===== src/rtl/pipe_ctrl.sv =====
// Pipeline sequencer: PC/if_id/id_ex lden and flush, jump redirect, load-use and mul/div stalls.
// Latency: all controls combinational; only the FSM state, wait counter and md_abort are registered.
// Backpressure: mul/div freezes PC/if_id/id_ex until md_done or timeout. PIPE_CTRL_PERF_EN adds perf counters.
module pipe_ctrl #(
  parameter int unsigned MD_TIMEOUT = 64,
  parameter int unsigned CNT_W      = 8
`ifdef PIPE_CTRL_PERF_EN
  ,
  parameter int unsigned PERF_W     = 32
`endif
) (
  input  logic              clk_i,
  input  logic              rstn_i,
  input  logic [4:0]        id_rs1_addr_i,
  input  logic [4:0]        id_rs2_addr_i,
  input  logic              id_rs1_ren_i,
  input  logic              id_rs2_ren_i,
  input  logic              ex_is_load_i,
  input  logic              ex_regs_wen_i,
  input  logic [4:0]        ex_rd_addr_i,
  input  logic              ex_jump_en_i,
  input  logic [31:0]       ex_jump_addr_i,
  input  logic              ex_md_req_i,
  input  logic              md_done_i,
  output logic              md_start_o,
  output logic              md_abort_o,
  output logic              pc_jump_en_o,
  output logic [31:0]       pc_jump_addr_o,
  output logic              pc_lden_o,
  output logic              if_id_lden_o,
  output logic              if_id_flush_o,
  output logic              id_ex_lden_o,
  output logic              id_ex_flush_o,
`ifdef PIPE_CTRL_PERF_EN
  output logic [PERF_W-1:0] perf_md_stall_cnt_o,
  output logic [PERF_W-1:0] perf_lu_stall_cnt_o,
  output logic [PERF_W-1:0] perf_flush_cnt_o,
`endif
  output logic              ex_mem_flush_o
);

  typedef enum logic {IDLE, MD_WAIT} state_t;

  state_t           state_q, state_d;
  logic [CNT_W-1:0] cnt_q, cnt_d;
  logic             md_abort_q, md_abort_d;
  logic             md_stall, jump, lu, lu_stall;

  always_ff @(posedge clk_i or negedge rstn_i) begin
    if (!rstn_i) begin
      state_q    <= IDLE;
      cnt_q      <= '0;
      md_abort_q <= 1'b0;
    end else begin
      state_q    <= state_d;
      cnt_q      <= cnt_d;
      md_abort_q <= md_abort_d;
    end
  end

  always_comb begin
    state_d    = state_q;
    cnt_d      = cnt_q;
    md_abort_d = 1'b0;
    md_stall   = 1'b0;
    md_start_o = 1'b0;
    case (state_q)
      IDLE: begin
        md_start_o = ex_md_req_i;
        if (ex_md_req_i && !md_done_i) begin
          md_stall = 1'b1;
          state_d  = MD_WAIT;
          cnt_d    = '0;
        end
      end
      MD_WAIT: begin
        cnt_d = cnt_q + 1'b1;
        if (md_done_i) begin
          state_d = IDLE;
        end else if (cnt_q == CNT_W'(MD_TIMEOUT - 1)) begin
          // Give up: release EX so the core can move on, flag it next cycle.
          state_d    = IDLE;
          md_abort_d = 1'b1;
        end else begin
          md_stall = 1'b1;
        end
      end
      default: state_d = IDLE;
    endcase
  end

  assign lu = ex_is_load_i && ex_regs_wen_i && (ex_rd_addr_i != 5'd0) &&
              ((id_rs1_ren_i && (id_rs1_addr_i == ex_rd_addr_i)) ||
               (id_rs2_ren_i && (id_rs2_addr_i == ex_rd_addr_i)));

  // Priority: mul/div stall, then redirect, then load-use bubble.
  assign jump     = ex_jump_en_i && !md_stall;
  assign lu_stall = lu && !md_stall && !jump;

  assign md_abort_o     = md_abort_q;
  assign pc_jump_en_o   = jump;
  assign pc_jump_addr_o = ex_jump_addr_i;
  assign pc_lden_o      = !md_stall && !lu_stall;
  assign if_id_lden_o   = !md_stall && !lu_stall;
  assign if_id_flush_o  = jump;
  assign id_ex_lden_o   = !md_stall;
  assign id_ex_flush_o  = jump || lu_stall;
  assign ex_mem_flush_o = md_stall;

`ifdef PIPE_CTRL_PERF_EN
  logic [PERF_W-1:0] perf_md_q, perf_lu_q, perf_fl_q;

  always_ff @(posedge clk_i or negedge rstn_i) begin
    if (!rstn_i) begin
      perf_md_q <= '0;
      perf_lu_q <= '0;
      perf_fl_q <= '0;
    end else begin
      if (md_stall && (perf_md_q != '1)) perf_md_q <= perf_md_q + 1'b1;
      if (lu_stall && (perf_lu_q != '1)) perf_lu_q <= perf_lu_q + 1'b1;
      if (jump && (perf_fl_q != '1))     perf_fl_q <= perf_fl_q + 1'b1;
    end
  end

  assign perf_md_stall_cnt_o = perf_md_q;
  assign perf_lu_stall_cnt_o = perf_lu_q;
  assign perf_flush_cnt_o    = perf_fl_q;
`endif

endmodule


===== config.mk =====
export PLATFORM = sky130hd
export DESIGN_NAME = pipe_ctrl
export DESIGN_NICKNAME = d
export VERILOG_FILES = /design/src/rtl/pipe_ctrl.sv
export SDC_FILE = /design/constraint.sdc
export NUM_CORES = 1
export LEC_CHECK = 0
export BUFFER_PORTS_ARGS = -buffer_cell sky130_fd_sc_hd__buf_2
export CORE_UTILIZATION = 34
export CTS_CLUSTER_DIAMETER = 120
export DETAILED_ROUTE_END_ITERATION = 7
export GPL_TIMING_DRIVEN = 0
export HOLD_SLACK_MARGIN = 0.1
export PLACE_DENSITY = 0.79
export SLEW_MARGIN = 30
export SYNTH_ARGS = -nofsm -noshare
export SYNTH_HDL_FRONTEND = slang
export SYNTH_SLANG_ARGS = --single-unit
export TNS_END_PERCENT = 20

===== constraint.sdc =====
create_clock -name clk_i -period 2.05 [get_ports clk_i]
set_input_delay 0.1025 -clock clk_i [delete_from_list [all_inputs] [get_ports clk_i]]
set_output_delay 0.1025 -clock clk_i [all_outputs]
set_load 0.01 [all_outputs]

==> summary.txt, run 1 <==
Clock tree
  • CTS tree: built
  • Clock transition at path regs: 60 ps
  • Num Clock Sinks: 10
  • Num CTS Buffers: 3
  • H-tree Lvls: 1
  • Skew-Pair Late Insertion Delay: 270 ps
  • CTS root buf: clkbuf_4
  • CTS Buffer Depth: 2

GRT
  • Overflow after GRT: 0
  • Initial antenna violation count: 0
  • First-pass GRT wire length: 2.97 mm
  • Vias in the first global route: 711
  • Largest net degree at the start of global routing: 11
  • GR Util All Layers: 0.142

Yosys
  • EDFF count, synth: 0
  • Ys async rst share: 1.00
  • Synthesized area per cell: 8.98 µm²
  • Main synth FF type: dfrtp_1
  • Mapped Area: 907 µm²
  • Post-synthesis cell type count: 27
  • Synthesized instance count: 101
  • Yosys Warn Count: 0
  • Syn nets: 158
  • Seq cells post-synth: 10
  • Sequential-to-total area share from yosys stat: 0.276

Critical path
  • CP max stage delay: 410 ps
  • CP arrival: 1860 ps
  • Crit path cell chain: ha_4 > nand4_4 > o41ai_4 > buf_4 > and2_4 > a22o_1 > buf_2
  • Crit end category: primary output
  • Critical R2R Launch: state_q$_DFF_PN0_
  • Startpoint Class: flip-flop
  • CP Class: reg2out
  • Worst Reg-to-Reg Cells: 5
  • Worst EP required: 1950 ps
  • FF-to-FF setup slack: 750 ps
  • RR Endpoint: cnt_q[6]$_DFFE_PN0P_
  • WP buf/inv: 2
  • CP max-delay cell: dfrtp_1
  • Max FO, Critical Path: 3
  • Family with the most delay on the worst path: compound AO/OA/AOI/OAI gates

Die
  • Initial Util: 0.363
  • Die Y: 53.7 µm
  • I/O pin count: 97
  • Die area: 2880 µm²
  • Row cnt: 18
  • DIE WIDTH: 53.7 µm
  • Core box area: 2500 µm²

Timing
  • Relative slew slack: 0.783
  • Slew @ Worst Pin: 324 ps
  • Skew final: 8.90 ps
  • Fmax: 510 MHz
  • Slew Viols, Final: 0
  • Tmin final: 1960 ps
  • Final Hold Fails: 0
  • Setup violators final: 0
  • Final hold slack: 203 ps
  • Tcrit/Tclk final: 0.956

Drt
  • Via Count: 894
  • Post-Route WL: 2.22 mm
  • Antenna Nets Post-Route: 0
  • Routed WL per cell: 10.9 µm
  • Detailed-route vias per instance: 4.38
  • Initial DRC count: 1
  • Drt pass-1 iters: 2
  • # DRC: 0

Power and ir drop
  • Reg power frac: 0.388
  • Clock Power Share: 0.202
  • Switch share: 0.322
  • Static leakage: 0.727 nW
  • Worst ir drop on vdd: 0.266 mV
  • Comb power frac: 0.410
  • NetSw: 0.216 mW
  • Power Density: 493 nW/µm²
  • Internal power: 0.454 mW

Cells and area
  • N_diodes: 0
  • Fin util: 0.544
  • Most frequent cells in the layout: buf_2 (64), buf_4 (39), nand2_1 (10), xnor2_1 (10), dfrtp_1 (10)
  • Footprint of the multi-input gates: 404 µm²
  • Area Growth Syn to Fin: 49.8%
  • Register area: 250 µm²
  • Final layout net count: 233
  • Commonest non-fill, non-tap cell in the layout: buf_2
  • Share of cells above drive strength 1: 0.655
  • Filler Cell Count: 223

Hold path
  • Hold Crit Class: in2reg
  • HP Start: ex_md_req_i
  • Cells on Worst Hold Path: 4
  • Hold Path End: cnt_q[1]$_DFFE_PN0P_

Place
  • DP Wirelength: 1.86 mm
  • Port-buffer cells: 64
  • GP Congestion: 0.741

Flow run
  • Reported max-cap violation count: 0

Status
  • Result of the run: complete, no violations
## synth_stat cells, types with 2 or more instances
cell / instances / area share
buf_4: 35 / 0.29
dfrtp_1: 10 / 0.28
nand2_1: 10 / 0.041
xnor2_1: 10 / 0.097
nand3_1: 4 / 0.022
o21ai_0: 4 / 0.022
mux2i_1: 3 / 0.033
nand4_1: 3 / 0.021
inv_1: 2 / 0.0083
nor2_1: 2 / 0.0083
nor2b_1: 2 / 0.014
## tightest hold or removal path: stages
cell and delay (ps):
buf_2 100, nand2b_1 90, nand2_1 70, o21ai_0 60
## worst max path at each step
stage,from,end,cells past startpoint
final,cnt_q[1]$_DFFE_PN0P_,id_ex_flush_o,7
after global routing,cnt_q[1]$_DFFE_PN0P_,id_ex_flush_o,7
after CTS,cnt_q[0]$_DFFE_PN0P_,pc_lden_o,7
after detailed placement,cnt_q[0]$_DFFE_PN0P_,pc_lden_o,7
after global placement,cnt_q[0]$_DFFE_PN0P_,pc_lden_o,7
after floorplan,cnt_q[0]$_DFFE_PN0P_,pc_lden_o,6
## sequential cells by signal (all words and copies together) (netlist names)
register,cells
cnt_q,8
md_abort_o,1
state_q,1
## power groups by stage
stage	clock network [mW]	registers (mW)	logic (mW)
after floorplan	0	0.252	0.152
final	0.135	0.260	0.275
after detailed placement	0	0.256	0.236
after global routing	0.146	0.262	0.301
after global placement	0	0.255	0.229
after CTS	0.134	0.253	0.241
## layer usage
metal	track usage	up-vias	routed length, µm
met2	0.273	47	1270
met4	0.0526	0	25
met3	0.0311	4	163
met5	0	-	0
li1	-	452	-
met1	0.149	391	757
## layout make-up
| cell class | count | area share |
|---|---|---|
| multi-input combinational | 53 | 0.297 |
| timing repair buffer | 70 | 0.273 |
| buffer | 36 | 0.196 |
| sequential | 10 | 0.184 |
| tap | 30 | 0.0276 |
| clock buffer | 3 | 0.0166 |
| inverter | 2 | 0.00552 |
## metrics by stage
stage / power, mW / area (µm²) / worst slack, ps / std cells / setup TNS [ps]
final: 0.670 / 1360 / 89.8 / 204 / 0
after global routing: 0.709 / 1360 / -8.12 / 204 / -8.12
after CTS: 0.629 / 1320 / 43.6 / 201 / 0
after detailed placement: 0.492 / 1260 / 199 / 195 / 0
after global placement: 0.484 / 1260 / 248 / 195 / 0
after floorplan: 0.404 / 907 / 154 / 101 / 0
## logic make-up after synthesis
family | count (synthesis) | synth area share
AOI/OAI and AO/OA | 12 | 0.115
xor gates and xnor gates | 10 | 0.0965
DFF | 10 | 0.276
adders and majority gates | 1 | 0.0138
buffers and inverters | 38 | 0.302
and+or+nand+nor | 27 | 0.164
muxes | 3 | 0.0331
## timing repair
item | in CTS | in global routing
hold buffers | 2 | 0
endpoints found under the setup margin | 3 | 4
setup buffers | 1 | 3
resized for setup | 0 | 6
pin swaps | 1 | 3
endpoints found under the hold margin | 11 | 0
(Power assumes the default switching activity.)
==> run 2: changes to the inputs <==
==> constraint.sdc (replaced) <==
create_clock -name clk_i -period 2.05 [get_ports clk_i]
set_input_delay 0.1025 -clock clk_i [delete_from_list [all_inputs] [get_ports clk_i]]
set_output_delay 0.1025 -clock clk_i [all_outputs]
set_load 0.005 [all_outputs]
==> summary.txt, run 2 (synthesized netlist as in run 1, its figures left out) <==
Status
  • Result of the run: complete, no violations

Timing
  • Slew @ Worst Pin: 372 ps (+48.4 ps)
  • Setup WS post-layout: 73.8 ps (-16.0 ps)
  • Tcrit/Tclk final: 0.964 (+0.00781)
  • Final hold slack: 203 ps (+0.390 ps)
  • Slew Viols, Final: 0 (unchanged)
  • Skew final: 8.81 ps (-0.0856 ps)
  • Relative slew slack: 0.751 (-0.0324)
  • Tmin final: 1980 ps (+16.0 ps)
  • Setup TNS Final: 0 ps (unchanged)
  • Final Hold Fails: 0 (unchanged)
  • Fmax: 506 MHz (-0.81%)
  • Setup violators final: 0 (unchanged)

Power and ir drop
  • Reg power frac: 0.398 (+0.010)
  • Internal power: 0.453 mW (-0.23%)
  • NetSw: 0.200 mW (-7.5%)
  • Power Density: 479 nW/µm² (-3.0%)
  • Total power: 0.653 mW (-2.6%)
  • Comb power frac: 0.395 (-0.015)
  • Clock Power Share: 0.207 (+0.005)
  • Static leakage: 0.726 nW (-0.15%)
  • Worst ir drop on vdd: 0.265 mV (-0.19%)
  • Switch share: 0.306 (-0.0162)

Critical path
  • CP Class: reg2out
  • Crit end category: primary output
  • CP arrival: 1870 ps (about the same)
  • Max FO, Critical Path: 4 (+1)
  • Worst EP required: 1950 ps (about the same)
  • Startpoint Class: flip-flop

Drt
  • # DRC: 0 (unchanged)
  • Initial DRC count: 1 (unchanged)
  • Routed WL per cell: 10.8 µm (-0.14%)
  • Antenna Nets Post-Route: 0 (unchanged)
  • Detailed-route vias per instance: 4.39 (+0.22%)
  • Via Count: 896 (+0.22%)
  • Drt pass-1 iters: 2 (unchanged)
  • Post-Route WL: 2.21 mm (-0.14%)

Place
  • DP Wirelength: 1.86 mm (unchanged)
  • Post-Place Worst Slack: 217 ps (+17.8 ps)
  • Placed cells: 195 (unchanged)
  • GP Congestion: 0.741 (unchanged)
  • Port-buffer cells: 64 (unchanged)

Clock tree
  • H-tree Lvls: 1 (unchanged)
  • Num CTS Buffers: 3 (unchanged)
  • CTS root buf: clkbuf_4
  • Num Clock Sinks: 10 (unchanged)
  • CTS tree: built
  • Clock transition at path regs: 60 ps (about the same)
  • CTS Buffer Depth: 2 (unchanged)
  • Skew-Pair Late Insertion Delay: 270 ps (about the same)

GRT
  • Vias in the first global route: 708 (-0.42%)
  • First-pass GRT wire length: 2.95 mm (-0.47%)
  • Overflow after GRT: 0 (unchanged)
  • GR Util All Layers: 0.142 (-0.000589)
  • Initial antenna violation count: 0 (unchanged)
  • Largest net degree at the start of global routing: 11 (unchanged)

Cells and area
  • Share of cells above drive strength 1: 0.649 (-0.00575)
  • Most frequent cells in the layout: buf_2 (64), buf_4 (39), nand2_1 (10), xnor2_1 (10), dfrtp_1 (10)
  • Final layout net count: 233 (unchanged)
  • Finished Layout Cells: 204 (unchanged)
  • Commonest non-fill, non-tap cell in the layout: buf_2
  • Max reg flops: 8 (unchanged)
  • Area Growth Syn to Fin: 50.5%
  • N_diodes: 0 (unchanged)
  • Biggest register: cnt_q

Die
  • I/O pin count: 97 (unchanged)
  • Die Y: 53.7 µm (unchanged)
  • Row cnt: 18 (unchanged)
  • Core box area: 2500 µm² (unchanged)
  • Initial Util: 0.363 (unchanged)
  • DIE WIDTH: 53.7 µm (unchanged)
  • Die area: 2880 µm² (unchanged)

Hold path
  • Hold Crit Class: in2reg

Flow run
  • Reported max-cap violation count: 0 (unchanged)
[run 2: path summary, 6_finish.rpt]
path | startpoint | to | slack (ps) | cells past startpoint
max | cnt_q[1]$_DFFE_PN0P_ | pc_lden_o | 70 | 7
min | ex_md_req_i | cnt_q[1]$_DFFE_PN0P_ | 200 | 4
max reg2reg | cnt_q[1]$_DFFE_PN0P_ | state_q$_DFF_PN0_ | 560 | 5
min reg2reg | cnt_q[5]$_DFFE_PN0P_ | cnt_q[5]$_DFFE_PN0P_ | 510 | 1
max in group asynchronous | rstn_i | cnt_q[0]$_DFFE_PN0P_ | 1640 | 2
min in group asynchronous | rstn_i | md_abort_o$_DFF_PN0_ | 220 | 2
[run 2: metrics by stage]
step / util / area (µm²)
5_1_grt: 0.546 / 1370
3_3_place_gp: 0.506 / 1260
6_report: 0.546 / 1370
4_1_cts: 0.523 / 1310
3_5_place_dp: 0.506 / 1260
2_1_floorplan: - / 907
[run 2: layout make-up]
cell class,count,area [µm²]
timing repair buffer,70,370
inverter,2,7.51
tap,30,37.5
buffer,36,267
sequential,10,250
fill,224,1130
clock buffer,3,22.5
multi-input combinational,53,410
[run 2: routing by layer]
metal,global-route usage,share of wire
met5,0,0
met3,0.0311,0.074
met1,0.148,0.34
met4,0.0526,0.011
met2,0.273,0.57
[run 2: timing repair]
item,in CTS,in global routing
buffers inserted,0,4
gates resized for setup,0,5
hold buffers,2,0
cloned,0,0
endpoints found under the setup margin,2,3
endpoints found under the hold margin,11,0
pin swaps,1,2
[run 2: worst max-delay path, cell delays in order, from the launching register on]
cell,delay (ps)
dfrtp_1,410
ha_4,170
nand4_4,110
o41ai_4,410
inv_2,120
a31oi_4,170
buf_4,120
buf_2,100
[run 2: power by group through the flow]
stage	clock [mW]	sequential, mW	combinational [mW]
floorplan	0	0.252	0.134
global placement	0	0.255	0.211
detailed placement	0	0.256	0.218
CTS	0.134	0.253	0.221
global route	0.146	0.262	0.285
finish	0.135	0.260	0.258
